### src/rtl/ctrl_bm_gen2.sv
// ctrl_bm_gen2: second-generation Bin_Manager controller.
// Sequences read-info, load-bin, core run, find-global-backtrack-level,
// backtrack-across-bin and update-bin until global SAT or UNSAT.
// Adds a per-phase watchdog, abort, error reporting, restart from terminal
// states and saturating statistics counters.
//
// Ports:
//   clk, rst               clock, synchronous active-high reset
//   start_bm_i             start / restart request (level)
//   abort_i                abort request, honoured in busy states
//   timeout_cycles_i       per-phase timeout, 0 disables the watchdog
//   done_bm_o, global_sat_o, global_unsat_o, error_o, err_code_o, busy_o
//                          registered status decodes of the state
//   cur_bin_num_o, request_bin_num_o, cur_lvl_o
//                          current bin / global level
//   start_*_o / done_*_i   one-cycle start pulses and done handshakes of the
//                          rdinfo, load, core, find, bkt and update phases
//   nc_all_i, local_sat_i, cur_lvl_from_core_i, bkt_bin_from_core_i,
//   bkt_lvl_from_find_i, bkt_bin_from_find_i
//                          phase results, valid with their done
//   stat_load_cnt_o, stat_bkt_cnt_o
//                          saturating load / backtrack pulse counts
module ctrl_bm_gen2 #(
  parameter int unsigned WIDTH_BIN_ID = 10,
  parameter int unsigned WIDTH_LVL    = 16,
  parameter int unsigned WIDTH_TMO    = 16,
  parameter int unsigned WIDTH_STAT   = 32
) (
  input  logic                    clk,
  input  logic                    rst,
  input  logic                    start_bm_i,
  input  logic                    abort_i,
  input  logic [WIDTH_TMO-1:0]    timeout_cycles_i,
  output logic                    done_bm_o,
  output logic                    global_sat_o,
  output logic                    global_unsat_o,
  output logic                    error_o,
  output logic [1:0]              err_code_o,
  output logic                    busy_o,
  output logic [WIDTH_BIN_ID-1:0] cur_bin_num_o,
  output logic [WIDTH_BIN_ID-1:0] request_bin_num_o,
  output logic [WIDTH_LVL-1:0]    cur_lvl_o,
  output logic                    start_rdinfo_o,
  input  logic                    done_rdinfo_i,
  input  logic [WIDTH_BIN_ID-1:0] nc_all_i,
  output logic                    start_load_o,
  input  logic                    done_load_i,
  output logic                    start_core_o,
  input  logic                    done_core_i,
  input  logic                    local_sat_i,
  input  logic [WIDTH_LVL-1:0]    cur_lvl_from_core_i,
  input  logic [WIDTH_BIN_ID-1:0] bkt_bin_from_core_i,
  output logic                    start_find_o,
  input  logic                    done_find_i,
  input  logic [WIDTH_LVL-1:0]    bkt_lvl_from_find_i,
  input  logic [WIDTH_BIN_ID-1:0] bkt_bin_from_find_i,
  output logic                    start_bkt_o,
  input  logic                    done_bkt_i,
  output logic                    start_update_o,
  input  logic                    done_update_i,
  output logic [WIDTH_STAT-1:0]   stat_load_cnt_o,
  output logic [WIDTH_STAT-1:0]   stat_bkt_cnt_o
);

  typedef enum logic [3:0] {
    StIdle, StRdInfo, StLoad, StCore, StFind, StBkt, StUpdate, StSat, StUnsat, StError
  } state_e;

  localparam logic [1:0] ErrNone    = 2'd0;
  localparam logic [1:0] ErrTimeout = 2'd1;
  localparam logic [1:0] ErrAbort   = 2'd2;
  localparam logic [1:0] ErrBadBin  = 2'd3;

  state_e                  r_state;
  logic [1:0]              r_err_code;
  logic [WIDTH_BIN_ID-1:0] r_nc_all;
  logic [WIDTH_BIN_ID-1:0] r_next_bin;
  logic [WIDTH_BIN_ID-1:0] r_cur_bin;
  logic [WIDTH_LVL-1:0]    r_cur_lvl;
  logic [WIDTH_TMO-1:0]    r_wdog;
  logic [WIDTH_STAT-1:0]   r_stat_load;
  logic [WIDTH_STAT-1:0]   r_stat_bkt;
  logic r_start_rdinfo, r_start_load, r_start_core, r_start_find, r_start_bkt, r_start_update;
  logic r_done_bm, r_sat, r_unsat, r_error, r_busy;

  state_e                  w_state_nxt;
  logic [1:0]              w_err_nxt;
  logic [WIDTH_BIN_ID-1:0] w_nc_all_nxt;
  logic [WIDTH_BIN_ID-1:0] w_next_bin_nxt;
  logic [WIDTH_BIN_ID-1:0] w_cur_bin_nxt;
  logic [WIDTH_LVL-1:0]    w_lvl_nxt;
  logic                    w_restart;
  logic                    w_done;
  logic                    w_busy_st;
  logic                    w_tmo_hit;
  logic                    w_entry;

  assign w_busy_st = r_state inside {StRdInfo, StLoad, StCore, StFind, StBkt, StUpdate};
  assign w_entry   = (w_state_nxt != r_state);

  // Fires on the cycle whose closing edge brings the counter to the timeout,
  // so ERROR is entered exactly timeout_cycles_i cycles after phase entry.
  assign w_tmo_hit = (timeout_cycles_i != '0) &&
                     (({1'b0, r_wdog} + (WIDTH_TMO + 1)'(1)) >= {1'b0, timeout_cycles_i});

  // A done is only honoured in its own phase and never in the start cycle.
  always_comb begin
    w_done = 1'b0;
    unique case (r_state)
      StRdInfo: w_done = done_rdinfo_i & ~r_start_rdinfo;
      StLoad:   w_done = done_load_i   & ~r_start_load;
      StCore:   w_done = done_core_i   & ~r_start_core;
      StFind:   w_done = done_find_i   & ~r_start_find;
      StBkt:    w_done = done_bkt_i    & ~r_start_bkt;
      StUpdate: w_done = done_update_i & ~r_start_update;
      default:  w_done = 1'b0;
    endcase
  end

  always_comb begin
    w_state_nxt    = r_state;
    w_err_nxt      = r_err_code;
    w_nc_all_nxt   = r_nc_all;
    w_next_bin_nxt = r_next_bin;
    w_cur_bin_nxt  = r_cur_bin;
    w_lvl_nxt      = r_cur_lvl;
    w_restart      = 1'b0;
    unique case (r_state)
      StIdle: begin
        if (start_bm_i) w_state_nxt = StRdInfo;
      end
      StSat, StUnsat, StError: begin
        if (start_bm_i) begin
          w_restart   = 1'b1;
          w_state_nxt = StRdInfo;
          w_err_nxt   = ErrNone;
          w_lvl_nxt   = '0;
        end
      end
      default: begin
        // Busy phases: abort beats done, done beats timeout.
        if (abort_i) begin
          w_state_nxt = StError;
          w_err_nxt   = ErrAbort;
        end else if (w_done) begin
          case (r_state)
            StRdInfo: begin
              w_nc_all_nxt = nc_all_i;
              if (nc_all_i == '0) begin
                w_state_nxt = StSat;
              end else begin
                w_next_bin_nxt = WIDTH_BIN_ID'(1);
                w_cur_bin_nxt  = WIDTH_BIN_ID'(1);
                w_state_nxt    = StLoad;
              end
            end
            StLoad: w_state_nxt = StCore;
            StCore: begin
              if (local_sat_i) begin
                w_lvl_nxt = cur_lvl_from_core_i;
                // Last bin checked first, so cur_bin+1 cannot overflow.
                if (r_cur_bin == r_nc_all) begin
                  w_state_nxt = StSat;
                end else begin
                  w_next_bin_nxt = r_cur_bin + WIDTH_BIN_ID'(1);
                  w_state_nxt    = StUpdate;
                end
              end else if (bkt_bin_from_core_i == '0) begin
                w_state_nxt = StUnsat;
              end else begin
                w_state_nxt = StFind;
              end
            end
            StFind: begin
              w_lvl_nxt = bkt_lvl_from_find_i;
              if ((bkt_bin_from_find_i == '0) || (bkt_bin_from_find_i > r_nc_all)) begin
                w_state_nxt = StError;
                w_err_nxt   = ErrBadBin;
              end else begin
                w_next_bin_nxt = bkt_bin_from_find_i;
                w_state_nxt    = StBkt;
              end
            end
            StBkt: w_state_nxt = StUpdate;
            StUpdate: begin
              w_cur_bin_nxt = r_next_bin;
              w_state_nxt   = StLoad;
            end
            default: ;
          endcase
        end else if (w_tmo_hit) begin
          w_state_nxt = StError;
          w_err_nxt   = ErrTimeout;
        end
      end
    endcase
  end

  always_ff @(posedge clk) begin
    if (rst) begin
      r_state        <= StIdle;
      r_err_code     <= ErrNone;
      r_nc_all       <= '0;
      r_next_bin     <= '0;
      r_cur_bin      <= '0;
      r_cur_lvl      <= '0;
      r_wdog         <= '0;
      r_stat_load    <= '0;
      r_stat_bkt     <= '0;
      r_start_rdinfo <= 1'b0;
      r_start_load   <= 1'b0;
      r_start_core   <= 1'b0;
      r_start_find   <= 1'b0;
      r_start_bkt    <= 1'b0;
      r_start_update <= 1'b0;
      r_done_bm      <= 1'b0;
      r_sat          <= 1'b0;
      r_unsat        <= 1'b0;
      r_error        <= 1'b0;
      r_busy         <= 1'b0;
    end else begin
      r_state    <= w_state_nxt;
      r_err_code <= w_err_nxt;
      r_nc_all   <= w_nc_all_nxt;
      r_next_bin <= w_next_bin_nxt;
      r_cur_bin  <= w_cur_bin_nxt;
      r_cur_lvl  <= w_lvl_nxt;

      // Start pulses mark the first cycle of each phase.
      r_start_rdinfo <= w_entry && (w_state_nxt == StRdInfo);
      r_start_load   <= w_entry && (w_state_nxt == StLoad);
      r_start_core   <= w_entry && (w_state_nxt == StCore);
      r_start_find   <= w_entry && (w_state_nxt == StFind);
      r_start_bkt    <= w_entry && (w_state_nxt == StBkt);
      r_start_update <= w_entry && (w_state_nxt == StUpdate);

      r_sat     <= (w_state_nxt == StSat);
      r_unsat   <= (w_state_nxt == StUnsat);
      r_error   <= (w_state_nxt == StError);
      r_done_bm <= w_state_nxt inside {StSat, StUnsat, StError};
      r_busy    <= w_state_nxt inside {StRdInfo, StLoad, StCore, StFind, StBkt, StUpdate};

      if (w_entry) begin
        r_wdog <= '0;
      end else if (w_busy_st && (r_wdog != '1)) begin
        r_wdog <= r_wdog + WIDTH_TMO'(1);
      end

      if (w_restart) begin
        r_stat_load <= '0;
        r_stat_bkt  <= '0;
      end else begin
        if (w_entry && (w_state_nxt == StLoad) && (r_stat_load != '1)) begin
          r_stat_load <= r_stat_load + WIDTH_STAT'(1);
        end
        if (w_entry && (w_state_nxt == StBkt) && (r_stat_bkt != '1)) begin
          r_stat_bkt <= r_stat_bkt + WIDTH_STAT'(1);
        end
      end
    end
  end

  assign done_bm_o         = r_done_bm;
  assign global_sat_o      = r_sat;
  assign global_unsat_o    = r_unsat;
  assign error_o           = r_error;
  assign err_code_o        = r_err_code;
  assign busy_o            = r_busy;
  assign cur_bin_num_o     = r_cur_bin;
  assign request_bin_num_o = r_cur_bin;
  assign cur_lvl_o         = r_cur_lvl;
  assign start_rdinfo_o    = r_start_rdinfo;
  assign start_load_o      = r_start_load;
  assign start_core_o      = r_start_core;
  assign start_find_o      = r_start_find;
  assign start_bkt_o       = r_start_bkt;
  assign start_update_o    = r_start_update;
  assign stat_load_cnt_o   = r_stat_load;
  assign stat_bkt_cnt_o    = r_stat_bkt;

endmodule
### config.mk
export PLATFORM = sky130hd
export DESIGN_NAME = ctrl_bm_gen2
export DESIGN_NICKNAME = d
export VERILOG_FILES = /design/src/rtl/ctrl_bm_gen2.sv
export SDC_FILE = /design/constraint.sdc
export NUM_CORES = 1
export LEC_CHECK = 0
export BUFFER_PORTS_ARGS = -buffer_cell sky130_fd_sc_hd__clkbuf_2
export CAP_MARGIN = 20
export CORE_ASPECT_RATIO = 1.25
export CORE_MARGIN = 3
export CORE_UTILIZATION = 49
export CTS_CLUSTER_SIZE = 16
export DETAILED_ROUTE_END_ITERATION = 8
export PLACE_DENSITY_LB_ADDON = 0.12
export SETUP_SLACK_MARGIN = 0.5
export SYNTH_ARGS = -nofsm -noshare
export SYNTH_HDL_FRONTEND = slang
export SYNTH_SLANG_ARGS = --single-unit
### constraint.sdc
create_clock -name clk -period 4.4 [get_ports clk]
set_clock_uncertainty 0.15 [all_clocks]
set_input_delay 0.88 -clock clk [delete_from_list [all_inputs] [get_ports clk]]
set_output_delay 0.88 -clock clk [all_outputs]
set_load 0.02 [all_outputs]
; ---- After elaboration in Yosys (flattened, before gate mapping)
; Cells that the tools add are included.
; W data, S select, Z words.
[word_totals]
latchBits = 0
in_bits = 89
elab_cells = 140
romBits = 0
ram_bits = 0
n_memories = 0
out_inout_bits = 113
register_bits = 143
[op_classes]
n_reduce_logical = 33
mux = 33
bitwise_logic = 15
mul = 0
shift = 0
add_sub_neg = 5
div = 0
n_eq_ne = 32
magnitude_cmp = 2
[ops]
columns = cell, n
row1 = $add A32 B1 Y32 const B, 2
row2 = $mux W16, 4
row3 = $ne A32 B32 Y1 const B, 2
row4 = $pmux W16 S2, 2
row5 = $mux W10, 4
row6 = $eq A4 B3 Y1 const B, 8
row7 = $mux W4, 8
row8 = $logic_not A10 Y1, 3
row9 = $pmux W10 S3, 1
row10 = $pmux W4 S6, 1
row11 = $pmux W10 S2, 1
row12 = $add A16 B1 Y17 const B, 1
row13 = $ge A17 B16 Y1, 1
row14 = $add A16 B1 Y16 const B, 1
row15 = $eq A4 B2 Y1 const B, 4
row16 = $eq A4 B4 Y1 const B, 4
row17 = $ne A16 B16 Y1 const B, 1
row18 = $reduce_bool A16 Y1, 1
row19 = $mux W2, 6
row20 = $reduce_bool A6 Y1, 2
row21 = $add A10 B1 Y10 const B, 1
row22 = $eq A10 B10 Y1, 1
row23 = $gt A10 B10 Y1, 1
row24 = $logic_and A1 B1 Y1, 10
row25 = 24 further kinds, 50

; ---- Longest topological paths before layout
[logic_depth]
word_depth = 10
mapped_depth = 20

; ---- Least setup slack after synthesis
; No wires, ideal clock.
[synth_timing]
path_type = register to register
start = register r_wdog[0]
end = register r_stat_load[20] (netlist: stat_load_cnt_o[20])
path_slack_ns = 0.190
stages_incl_launch_ff = 20
arrival_time_ns = 3.990
path_cell_list = dfxtp_1 > ha_1 > nand3_1 > inv_1 > nand3_1 > nor2_1 > nand4_1 > xnor2_1 > ha_1 > a211oi_1 > o21ai_0 > a21oi_1 > nor2_1 > o41ai_2 > nand2_4 > or3_1 > buf_2 > buf_2 > or4_1 > a21oi_1
[synth_via]
elab_chain_len = 10
word_cells_on_any_way = 11
classes_between = add/sub: 1 / order compare: 1 / eq/ne: 2 / mux: 4 / reduce/logical: 3
[synth_lines]
columns = element, line_no
row1 = from (decl), 80  ; logic [WIDTH_TMO-1:0] r_wdog;
row2 = from (signal assigned), 246  ; r_wdog <= r_wdog + WIDTH_TMO'(1);
row3 = $add A16 B1 Y17 *, 104  ; (({1'b0, r_wdog} + (WIDTH_TMO + 1)'(1)) >= {1'b0, timeout_cycles_i});
row4 = $ge A17 B16 Y1 *, 104
row5 = $logic_and A1 B1 Y1 *, 103  ; assign w_tmo_hit = (timeout_cycles_i != '0) &&
row6 = $mux W4 *, 191  ; end else if (w_tmo_hit) begin
row7 = $mux W4 *, 145  ; end else if (w_done) begin
row8 = $mux W4 *, 142  ; if (abort_i) begin
row9 = $mux W4 *, n/a
row10 = $ne A4 B4 Y1 / $eq A4 B2 Y1 (equally long branches), "99, 253"
row11 = $logic_and A1 B1 Y1 * (2 in series), 253  ; if (w_entry && (w_state_nxt == StLoad) && (r_stat_load != '1)) begin
row12 = to (signal assigned), 254  ; r_stat_load <= r_stat_load + WIDTH_STAT'(1);
row13 = to (decl), 81  ; logic [WIDTH_STAT-1:0] r_stat_load;
; Every way passes the cells marked *; elsewhere a longest branch is shown, timed or not.
; A chain may end at the register's enable or synchronous reset.

; ---- Worst setup path after layout
; Same ends and word-level chain as after synthesis.

==> run summary <==
status: completed
Routed WL: 25,700 um
f_max: 238.0 MHz
Post-Synth XOR/XNOR Area: 5.928%
worst hold path depth: 2
vias: 8,669
Synth Area in Simple Gates: 27.89%
Cell variety after synth: 71
final setup fails: 0
CTS clk-pin slew, worst paths: 70 ps
Worst Max-Slew Pin Slew: 1002 ps
CP endpoint kind: register
syn nets: 1,167
Die W: 123.3 um
WL/cell: 17.26 um
largest family of logic cells by synthesized area: simple AND/OR/NAND/NOR gates
Post-Synth Adder-Cell Area: 4.457%
fin worst setup slack: 198.9 ps
Crit Path Category: register to register
CP max FO: 7
Power Density: 339.7 mW/mm^2
Post-synth top flop: dfxtp_1
CTS tree: done
area delta synth->final: 30.44%
chip height: 152.6 um
clock net sink count: 143
DIE AREA: 0.01881 sq mm
routing usage on met3: 4.642%
Slew headroom: 33.23%
Static Leak: 0.004471 uW
CP Launch Point: r_wdog[0]
Starting DRT DRC Count: 520
GR peak layer: met2
Antenna Cells: 0
setup TNS: 0 ps
minimum clock period: 4201 ps
gr ovfl total: 0
Post-synth EDFFs: 0
Slew Limit Fails: 0
cts bufs inserted: 17
first-pass GRT wire length: 41,270 um
critical path required time: 4600 ps
Clock Tree Buf Depth: 2
Clock Latency Late Sink: 420 ps
Compound-Gate Fraction of Synth Area: 17.40%
DRT antenna net count: 0
final core utilization: 66.47%
H-tree depth: 4
Final Hold Fails: 0
top cell type's share of synthesized area: 33.99%
maximum VDD drop: 270.0 uV
vias in the first global route: 8,143
Hold WC Path Type: register to register
FP Rows: 52
Total GRT Usage: 26.88%
CTS hold repair buffers: 0
initial antenna violation count: 0
Synth warnings: 0
detailed-route DRC error count: 0
count of input and output buffers: 201
Reg2Reg Depth: 17
crit start category: register
Avg Inst Size Synth: 8.036 sq um
Tcrit/Tclk final: 95.48%
FFs w/ async S/R, synth: 0%
final net count: 1,379
Fill cells: 1,454
share of cells above drive strength 1: 29.07%
top area cells in the synthesized netlist: dfxtp_1 34%, a21oi_1 5.1%, nor2_1 4.5%
Yosys top cell by area: dfxtp_1
DR pass1 iterations: 5
I/O pin count: 202
GPL Wtd Cong: 0.8970
Synth Register Bits: 143
dpl hpwl: 17,510 um
met2 usage: 44.32%
Clock Tree Root: clkbuf_16
hold wc startpoint: r_next_bin[9]
WP data arrival: 4400 ps
Avg Vias per Cell: 5.822
max_cap viols: 0
multiplexer share of the synthesized area: 3.922%
GRT met1 Usage: 35.21%
Setup WS pre-CTS: 106.3 ps
Core ar.: 0.01653 sq mm
RR Startpoint: r_wdog[0]
largest net degree at the start of global routing: 42
Initial Utilization: 50.96%
register area share after synthesis: 33.99%
RSZ-0062 raised after global routing: yes
post-synthesis cell area: 0.008422 sq mm
Post-Syn Instances: 1,048
-- area by class of cell --
type / count / area [sq um] / share of cell area (%)
clock buffers: 19 / 454.2 / 4.134
repair buffers: 266 / 1712 / 15.58
well taps: 216 / 270.3 / 2.460
multi-input cells: 779 / 5344 / 48.64
clock inverters: 13 / 123.9 / 1.128
inverters: 53 / 198.9 / 1.811
flip-flops and latches: 143 / 2883 / 26.24
-- cells by family (layout without fill, tap and decap cells) --
| kind of cell | after synthesis | after routing |
|---|---|---|
| and+or+nand+nor | 436 | 436 |
| DFF | 143 | 143 |
| buffers and inverters | 126 | 351 |
| muxes | 33 | 33 |
| xor gates and xnor gates | 57 | 57 |
| AOI/OAI and AO/OA | 223 | 223 |
| adders and majority gates | 30 | 30 |
-- where the power goes --
part | total (uW) | switching, uW | internal (uW)
combinational | 959 | 542 | 417
sequential | 1350 | 24.7 | 1330
clock | 1420 | 600 | 821
total | 3730 | 1170 | 2560
-- cell usage after synthesis, types with 32 or more instances --
cell        n
nand3_1    59
mux2i_1    33
dfxtp_1   143
nor2_1    102
nand2_1    58
a21oi_1    85
or4_1      42
clkbuf_1   46
nor3_1     39
xnor2_1    37
o21ai_0    32
inv_1      53
-- cells in the final DEF, fill, tap and decap left out, types with 36 or more instances in the layout --
cell type  Yosys  routed
a21oi_1       85      81
inv_1         53      52
nor3_1        39      36
nor2_1       102      98
nand2_1       58      56
dfxtp_1      143     137
or4_1         42      38
buf_4         12      50
nand3_1       59      52
clkbuf_2       0     201
-- critical path, cell delays in order (launching register included) --
cell and delay, ps:
dfxtp_4 390, nand3_4 90, nor2_4 160, and3_4 210, nand3_2 110, xnor2_2 170
ha_1 350, a21boi_1 160, o21bai_1 100, a211oi_2 290, o32ai_4 160, o41ai_2 370
buf_4 220, nand2_8 50, or3_4 400, buf_12 160, or4_1 460, a21oi_1 130
-- routing by layer --
metal	part of all wire [%]	up-vias
li1	-	4269
met1	43	4114
met2	49	245
met3	5.0	41
met4	2.3	0
met5	0	-
-- sequential cells by signal, summed over array words and instances, names as in the netlist --
signal           count
start_core_o         1
global_sat_o         1
cur_lvl_o           16
busy_o               1
start_find_o         1
start_update_o       1
stat_bkt_cnt_o      32
r_nc_all            10
global_unsat_o       1
start_load_o         1
err_code_o           2
r_state              4
start_bkt_o          1
cur_bin_num_o       10
error_o              1
done_bm_o            1
stat_load_cnt_o     32
start_rdinfo_o       1
r_next_bin          10
r_wdog              16
-- final timing paths --
check	to	slack [ps]
max	stat_load_cnt_o[20]	200
min	r_next_bin[9]	320
max reg2reg	stat_load_cnt_o[20]	200
min reg2reg	r_next_bin[9]	320
-- repair_timing --
action,4_1_cts,5_1_grt
setup buffers,21,4
endpoints found under the setup margin,68,86
gates cloned,8,0
resized for setup,46,24
pin swaps,73,5
-- metrics by stage --
stage	hold WS [ps]	cell area, sq um	std cells	power, uW
6_report	318.7	10990	1489	3732
5_1_grt	340.9	10990	1489	3869
4_1_cts	316.9	10840	1485	3712
3_5_place_dp	307.9	9694	1424	2043
3_3_place_gp	303.7	9694	1424	2039
2_1_floorplan	282.4	8517	1048	1813
(Power assumes the default switching activity.)
